==> src/rtl/alu_muldiv.sv <==
// ALU with single-cycle logic/arith ops and iterative multiply/divide
// writing the architectural HI/LO registers.
module alu_muldiv #(
    parameter int WIDTH = 32,
    parameter int CNTW  = $clog2(WIDTH) + 1
) (
    input  logic             clk,
    input  logic             reset,
    input  logic             start,
    input  logic [3:0]       ALU_Control,
    input  logic [WIDTH-1:0] Read_data1,
    input  logic [WIDTH-1:0] Read_data2,
    output logic [WIDTH-1:0] ALUresult,
    output logic             zero,
    output logic             busy,
    output logic             done,
    output logic [WIDTH-1:0] hi,
    output logic [WIDTH-1:0] lo
);

    localparam logic [3:0] OP_AND  = 4'b0000;
    localparam logic [3:0] OP_OR   = 4'b0001;
    localparam logic [3:0] OP_ADD  = 4'b0010;
    localparam logic [3:0] OP_SLTU = 4'b0011;
    localparam logic [3:0] OP_MTHI = 4'b0100;
    localparam logic [3:0] OP_MTLO = 4'b0101;
    localparam logic [3:0] OP_SUB  = 4'b0110;
    localparam logic [3:0] OP_SLT  = 4'b0111;
    localparam logic [3:0] OP_NOR  = 4'b1100;
    localparam logic [3:0] OP_MFHI = 4'b1101;
    localparam logic [3:0] OP_MFLO = 4'b1110;

    typedef enum logic [1:0] {IDLE, RUN, FIX} state_t;

    state_t              state, next_state;
    logic [CNTW-1:0]     cnt;
    logic                md_div, neg_q, neg_r;
    logic [WIDTH-1:0]    a_reg, bmag_r, rem, quot;
    logic [2*WIDTH-1:0]  prod, mcand;

    logic                is_md, op_signed, op_div, a_neg, b_neg;
    logic [WIDTH-1:0]    amag, bmag, sc_res, fix_hi, fix_lo;
    logic [WIDTH:0]      shifted, diff;
    logic [2*WIDTH-1:0]  prod_s;

    assign is_md     = (ALU_Control[3:2] == 2'b10);
    assign op_signed = ~ALU_Control[0];
    assign op_div    = ALU_Control[1];
    assign busy      = (state != IDLE);

    // Operand magnitudes and sign bookkeeping for the iterative units
    always_comb begin
        a_neg = op_signed & Read_data1[WIDTH-1];
        b_neg = op_signed & Read_data2[WIDTH-1];
        amag  = a_neg ? -Read_data1 : Read_data1;
        bmag  = b_neg ? -Read_data2 : Read_data2;
    end

    // Single-cycle result selection
    always_comb begin
        sc_res = '0;
        case (ALU_Control)
            OP_AND:  sc_res = Read_data1 & Read_data2;
            OP_OR:   sc_res = Read_data1 | Read_data2;
            OP_ADD:  sc_res = Read_data1 + Read_data2;
            OP_SUB:  sc_res = Read_data1 - Read_data2;
            OP_SLT:  sc_res[0] = $signed(Read_data1) < $signed(Read_data2);
            OP_SLTU: sc_res[0] = Read_data1 < Read_data2;
            OP_NOR:  sc_res = ~(Read_data1 | Read_data2);
            OP_MFHI: sc_res = hi;
            OP_MFLO: sc_res = lo;
            OP_MTHI: sc_res = Read_data1;
            OP_MTLO: sc_res = Read_data1;
            default: sc_res = '0;
        endcase
    end

    // Restoring-division trial subtract for the current step
    always_comb begin
        shifted = {rem, quot[WIDTH-1]};
        diff    = shifted - {1'b0, bmag_r};
    end

    // Sign fix-up of the finished magnitude result; divide by zero is
    // special-cased so the signed path cannot disturb the all-ones quotient
    always_comb begin
        prod_s = neg_q ? -prod : prod;
        fix_hi = prod_s[2*WIDTH-1:WIDTH];
        fix_lo = prod_s[WIDTH-1:0];
        if (md_div) begin
            if (bmag_r == '0) begin
                fix_hi = a_reg;
                fix_lo = '1;
            end else begin
                fix_hi = neg_r ? -rem : rem;
                fix_lo = neg_q ? -quot : quot;
            end
        end
    end

    // FSM state register
    always_ff @(posedge clk) begin
        if (reset) state <= IDLE;
        else       state <= next_state;
    end

    // FSM next-state logic
    always_comb begin
        next_state = state;
        case (state)
            IDLE:    if (start && is_md) next_state = RUN;
            RUN:     if (cnt == CNTW'(WIDTH - 1)) next_state = FIX;
            FIX:     next_state = IDLE;
            default: next_state = IDLE;
        endcase
    end

    // Datapath: capture, iterate, and write back results
    always_ff @(posedge clk) begin
        if (reset) begin
            ALUresult <= '0;
            zero      <= 1'b1;
            done      <= 1'b0;
            hi        <= '0;
            lo        <= '0;
            cnt       <= '0;
            md_div    <= 1'b0;
            neg_q     <= 1'b0;
            neg_r     <= 1'b0;
            a_reg     <= '0;
            bmag_r    <= '0;
            rem       <= '0;
            quot      <= '0;
            prod      <= '0;
            mcand     <= '0;
        end else begin
            done <= 1'b0;
            case (state)
                IDLE: begin
                    if (start) begin
                        if (is_md) begin
                            cnt    <= '0;
                            md_div <= op_div;
                            neg_q  <= a_neg ^ b_neg;
                            neg_r  <= a_neg;
                            a_reg  <= Read_data1;
                            bmag_r <= bmag;
                            rem    <= '0;
                            prod   <= '0;
                            mcand  <= {{WIDTH{1'b0}}, amag};
                            // quot doubles as the multiplier shift register
                            quot   <= op_div ? amag : bmag;
                        end else begin
                            ALUresult <= sc_res;
                            zero      <= (sc_res == '0);
                            done      <= 1'b1;
                            if (ALU_Control == OP_MTHI) hi <= Read_data1;
                            if (ALU_Control == OP_MTLO) lo <= Read_data1;
                        end
                    end
                end
                RUN: begin
                    cnt <= cnt + CNTW'(1);
                    if (md_div) begin
                        if (!diff[WIDTH]) begin
                            rem  <= diff[WIDTH-1:0];
                            quot <= {quot[WIDTH-2:0], 1'b1};
                        end else begin
                            rem  <= shifted[WIDTH-1:0];
                            quot <= {quot[WIDTH-2:0], 1'b0};
                        end
                    end else begin
                        if (quot[0]) prod <= prod + mcand;
                        mcand <= mcand << 1;
                        quot  <= quot >> 1;
                    end
                end
                FIX: begin
                    hi        <= fix_hi;
                    lo        <= fix_lo;
                    ALUresult <= fix_lo;
                    zero      <= (fix_lo == '0);
                    done      <= 1'b1;
                    cnt       <= '0;
                end
                default: ;
            endcase
        end
    end

endmodule
==> config.mk <==
export PLATFORM = sky130hd
export DESIGN_NAME = alu_muldiv
export DESIGN_NICKNAME = d
export VERILOG_FILES = /design/src/rtl/alu_muldiv.sv
export SDC_FILE = /design/constraint.sdc
export NUM_CORES = 2
export LEC_CHECK = 0
export ABC_AREA = 0
export CAP_MARGIN = 20
export CELL_PAD_IN_SITES_DETAIL_PLACEMENT = 1
export CELL_PAD_IN_SITES_GLOBAL_PLACEMENT = 2
export CORE_MARGIN = 4
export CORE_UTILIZATION = 37
export CTS_BUF_LIST = sky130_fd_sc_hd__clkbuf_8
export DETAILED_ROUTE_END_ITERATION = 6
export PLACE_DENSITY_LB_ADDON = 0.1
export SKIP_CTS_REPAIR_TIMING = 1
export SLEW_MARGIN = 30
export SYNTH_ARGS = -nofsm -noshare
export SYNTH_HDL_FRONTEND = slang
export SYNTH_SLANG_ARGS = --single-unit
==> constraint.sdc <==
create_clock -name clk -period 5.1 [get_ports clk]
set_clock_uncertainty 0.05 [all_clocks]
set_input_delay 0.765 -clock clk [delete_from_list [all_inputs] [get_ports clk]]
set_output_delay 0.765 -clock clk [all_outputs]
set_load 0.01 [all_outputs]
==> summary.txt <==
Post-DRT Antenna Nets: 0
RSZ-0062 raised after global routing: no
synth unique cells: 95
Switching Fraction: 36.5%
top_reg_cell synth: dfxtp_1
largest family of logic cells by synthesized area: compound AO/OA/AOI/OAI gates
area grow syn2layout: 17.4%
CP max stage cell: xor2_4
first-pass GRT wire length: 236 mm
Critical Path AT: 5070 ps
initial drt markers: 3251
Reg power frac: 35.4%
maxcap violations: 0
IO Pins: 170
Post-synth EDFFs: 0
fraction of the mapped netlist area in compound gates: 30.6%
Clk pin slew, worst setup/hold paths: 60 ps
Pre-antenna DRT Iters: 7
cells along the critical path: ha_1, inv_1, fa_1, a21oi_1, o22ai_1, nor4_1, o31a_1, o2111ai_1, nand3_1, nand4b_1, xor2_4, nand3_1, o21ai_0
crit end category: flop
placer congestion estimate: 0.992
CP top delay family: compound AO/OA/AOI/OAI gates
layout cells sized above 1: 9.70%
clk root buf: clkbuf_8
# rows: 106
worst hold path class: flop to flop
fillers: 10400
clock share of power: 38.1%
Clock Latency Late Sink: 750 ps
Ys Warns: 0
dpl cells: 5438
endpoints failing hold: 0
maximum VDD drop: 0.184 mV
synthesized instance count: 4260
CP startpoint kind: flop
Least-Margin Pin Slew: 1060 ps
via count: 34700
Die Width: 298 um
Setup TNS: 0 ps
status: complete, but fails checks
HPWL after DPL: 129 mm
relative slew slack: 29.0%
Max stage delay on crit path: 720 ps
Worst Path Buf+Inv: 1
Synth Area per Inst: 7.30 um^2
core area: 83400 um^2
post-synthesis mux area share: 2.77%
pin count of the biggest net entering global routing: 154
maximum root-to-sink buffer count: 3
NumNets Final: 4712
initial antenna violation count: 7
die area: 88700 um^2
fin. max-slew vios: 0
Leak: 0.0147 uW
Multi-input gate area: 22100 um^2
most used cell, CP: nand3_1
Seq cells post-synth: 365
Initial Util: 37.3%
post-synthesis async set-or-reset flop share: 0%
register area: 7310 um^2
most frequent cells in the layout: nor2_1 (477), nand2_1 (431), a21oi_1 (407)
Cell Int Power: 5530 uW
GRT Util Overall: 35.3%
# port buffers: 169
Setup Viol. Count Final: 0
biggest regs: mcand: 64 flops, prod: 64 flops
failing checks: design-rule violations
Setup CP Type: flop to flop
adder-cell share of the synthesized area: 8.31%
H-Tree Depth: 3
WL per Instance: 29.2 um
Post-Route WL: 163 mm
fin crit share: 88.4%
CP Max Fanout: 17
Overflow after GRT: 0
sequential share of the synthesized area: 23.5%
vias per cell: 6.22
number of CTS-inserted buffers: 77
clock tree sinks: 365
Layout Cells excl Fill: 5574
Logic pwr share: 26.5%
die outline height: 298 um
post-layout min period: 4510 ps
f_max: 222 MHz
simple-gate area share of the yosys netlist: 21.2%
commonest non-fill, non-tap cell in the layout: nor2_1
XOR/XNOR Fraction of Synth Area: 7.81%
PwrDens: 239 nW/um^2
Syn Std Cell Area: 31100 um^2
Synthesized Nets: 4535
CP Data Required Time: 5660 ps
vias in the first global route: 34000
CTS tree: done
# DRC: 2
NetSw: 3180 uW
-- through the flow --
| stage | utilization, % | total power, uW | setup slack, ps | hold slack [ps] | instance area (um^2) |
|---|---|---|---|---|---|
| floorplan | - | 4350 | 1140 | 383 | 31100 |
| global placement | 41.9 | 5370 | 180 | 393 | 34900 |
| detailed placement | 41.9 | 5370 | 67.8 | 398 | 34900 |
| CTS | 43.8 | 8720 | 670 | 406 | 36500 |
| global route | 43.8 | 9040 | 310 | 424 | 36500 |
| finish | 43.8 | 8710 | 590 | 408 | 36500 |
-- power by group through the flow --
stage / logic [uW] / registers (uW) / clock network [uW]
after floorplan: 1280 / 3080 / 0
after global placement: 2230 / 3130 / 0
after detailed placement: 2230 / 3140 / 0
after CTS: 2250 / 3070 / 3400
after global routing: 2450 / 3090 / 3510
final: 2310 / 3080 / 3320
-- per-layer routing --
metal	global-route usage [%]	up-vias	share of wire, %
met1	48.7	17200	45
met3	5.69	338	6.9
met2	54.9	1301	43
li1	-	15900	-
met5	0	-	0.022
met4	14.2	6	4.6
-- cell families after synthesis --
logic type	Yosys count
multiplexers	85
XOR/XNOR	277
AND/OR/NAND/NOR	1421
flip-flops	365
AO/OA/AOI/OAI	1443
adder cells (fa/ha/maj)	204
buffers and inverters	465
-- tightest hold or removal path, delay by kind of cell (launching register included) --
| kind | cells | cell delay [ps] |
|---|---|---|
| AOI/OAI and AO/OA | 1 | 50 |
| DFF | 1 | 310 |
| and+or+nand+nor | 1 | 50 |
-- synthesized netlist by cell type, types with 77 or more instances --
cell type	instances	area (um^2)
xnor2_1	181	1590
nor2_1	482	1810
nor3_1	80	400
o21ai_0	245	1230
inv_1	158	593
dfxtp_1	365	7310
a21o_1	89	668
xor2_1	96	841
mux2i_1	77	771
clkbuf_1	258	968
a22oi_1	81	608
a211oi_1	118	886
a21oi_1	408	2040
ha_1	200	2500
nand2_1	433	1630
nand3_1	101	505
-- path summary, 6_finish.rpt --
check                                from       end  slack, ps  depth (start not counted)
worst max-delay path            bmag_r[0]   rem[26]        590                         13
worst min-delay path             a_reg[0]  a_reg[0]        410                          2
worst max register to register  bmag_r[0]   rem[26]        590                         13
worst min register to register   a_reg[0]  a_reg[0]        410                          2
-- final cells by class --
cell class | instances | share of cell area (%)
clock inverter | 46 | 0.908
multi-input combinational | 3430 | 60.7
tap | 1080 | 3.70
antenna | 1 | 0.00686
clock buffer | 89 | 3.36
sequential | 365 | 20.0
inverter | 159 | 1.63
timing repair buffer | 404 | 9.69
(Power assumes the default switching activity.)
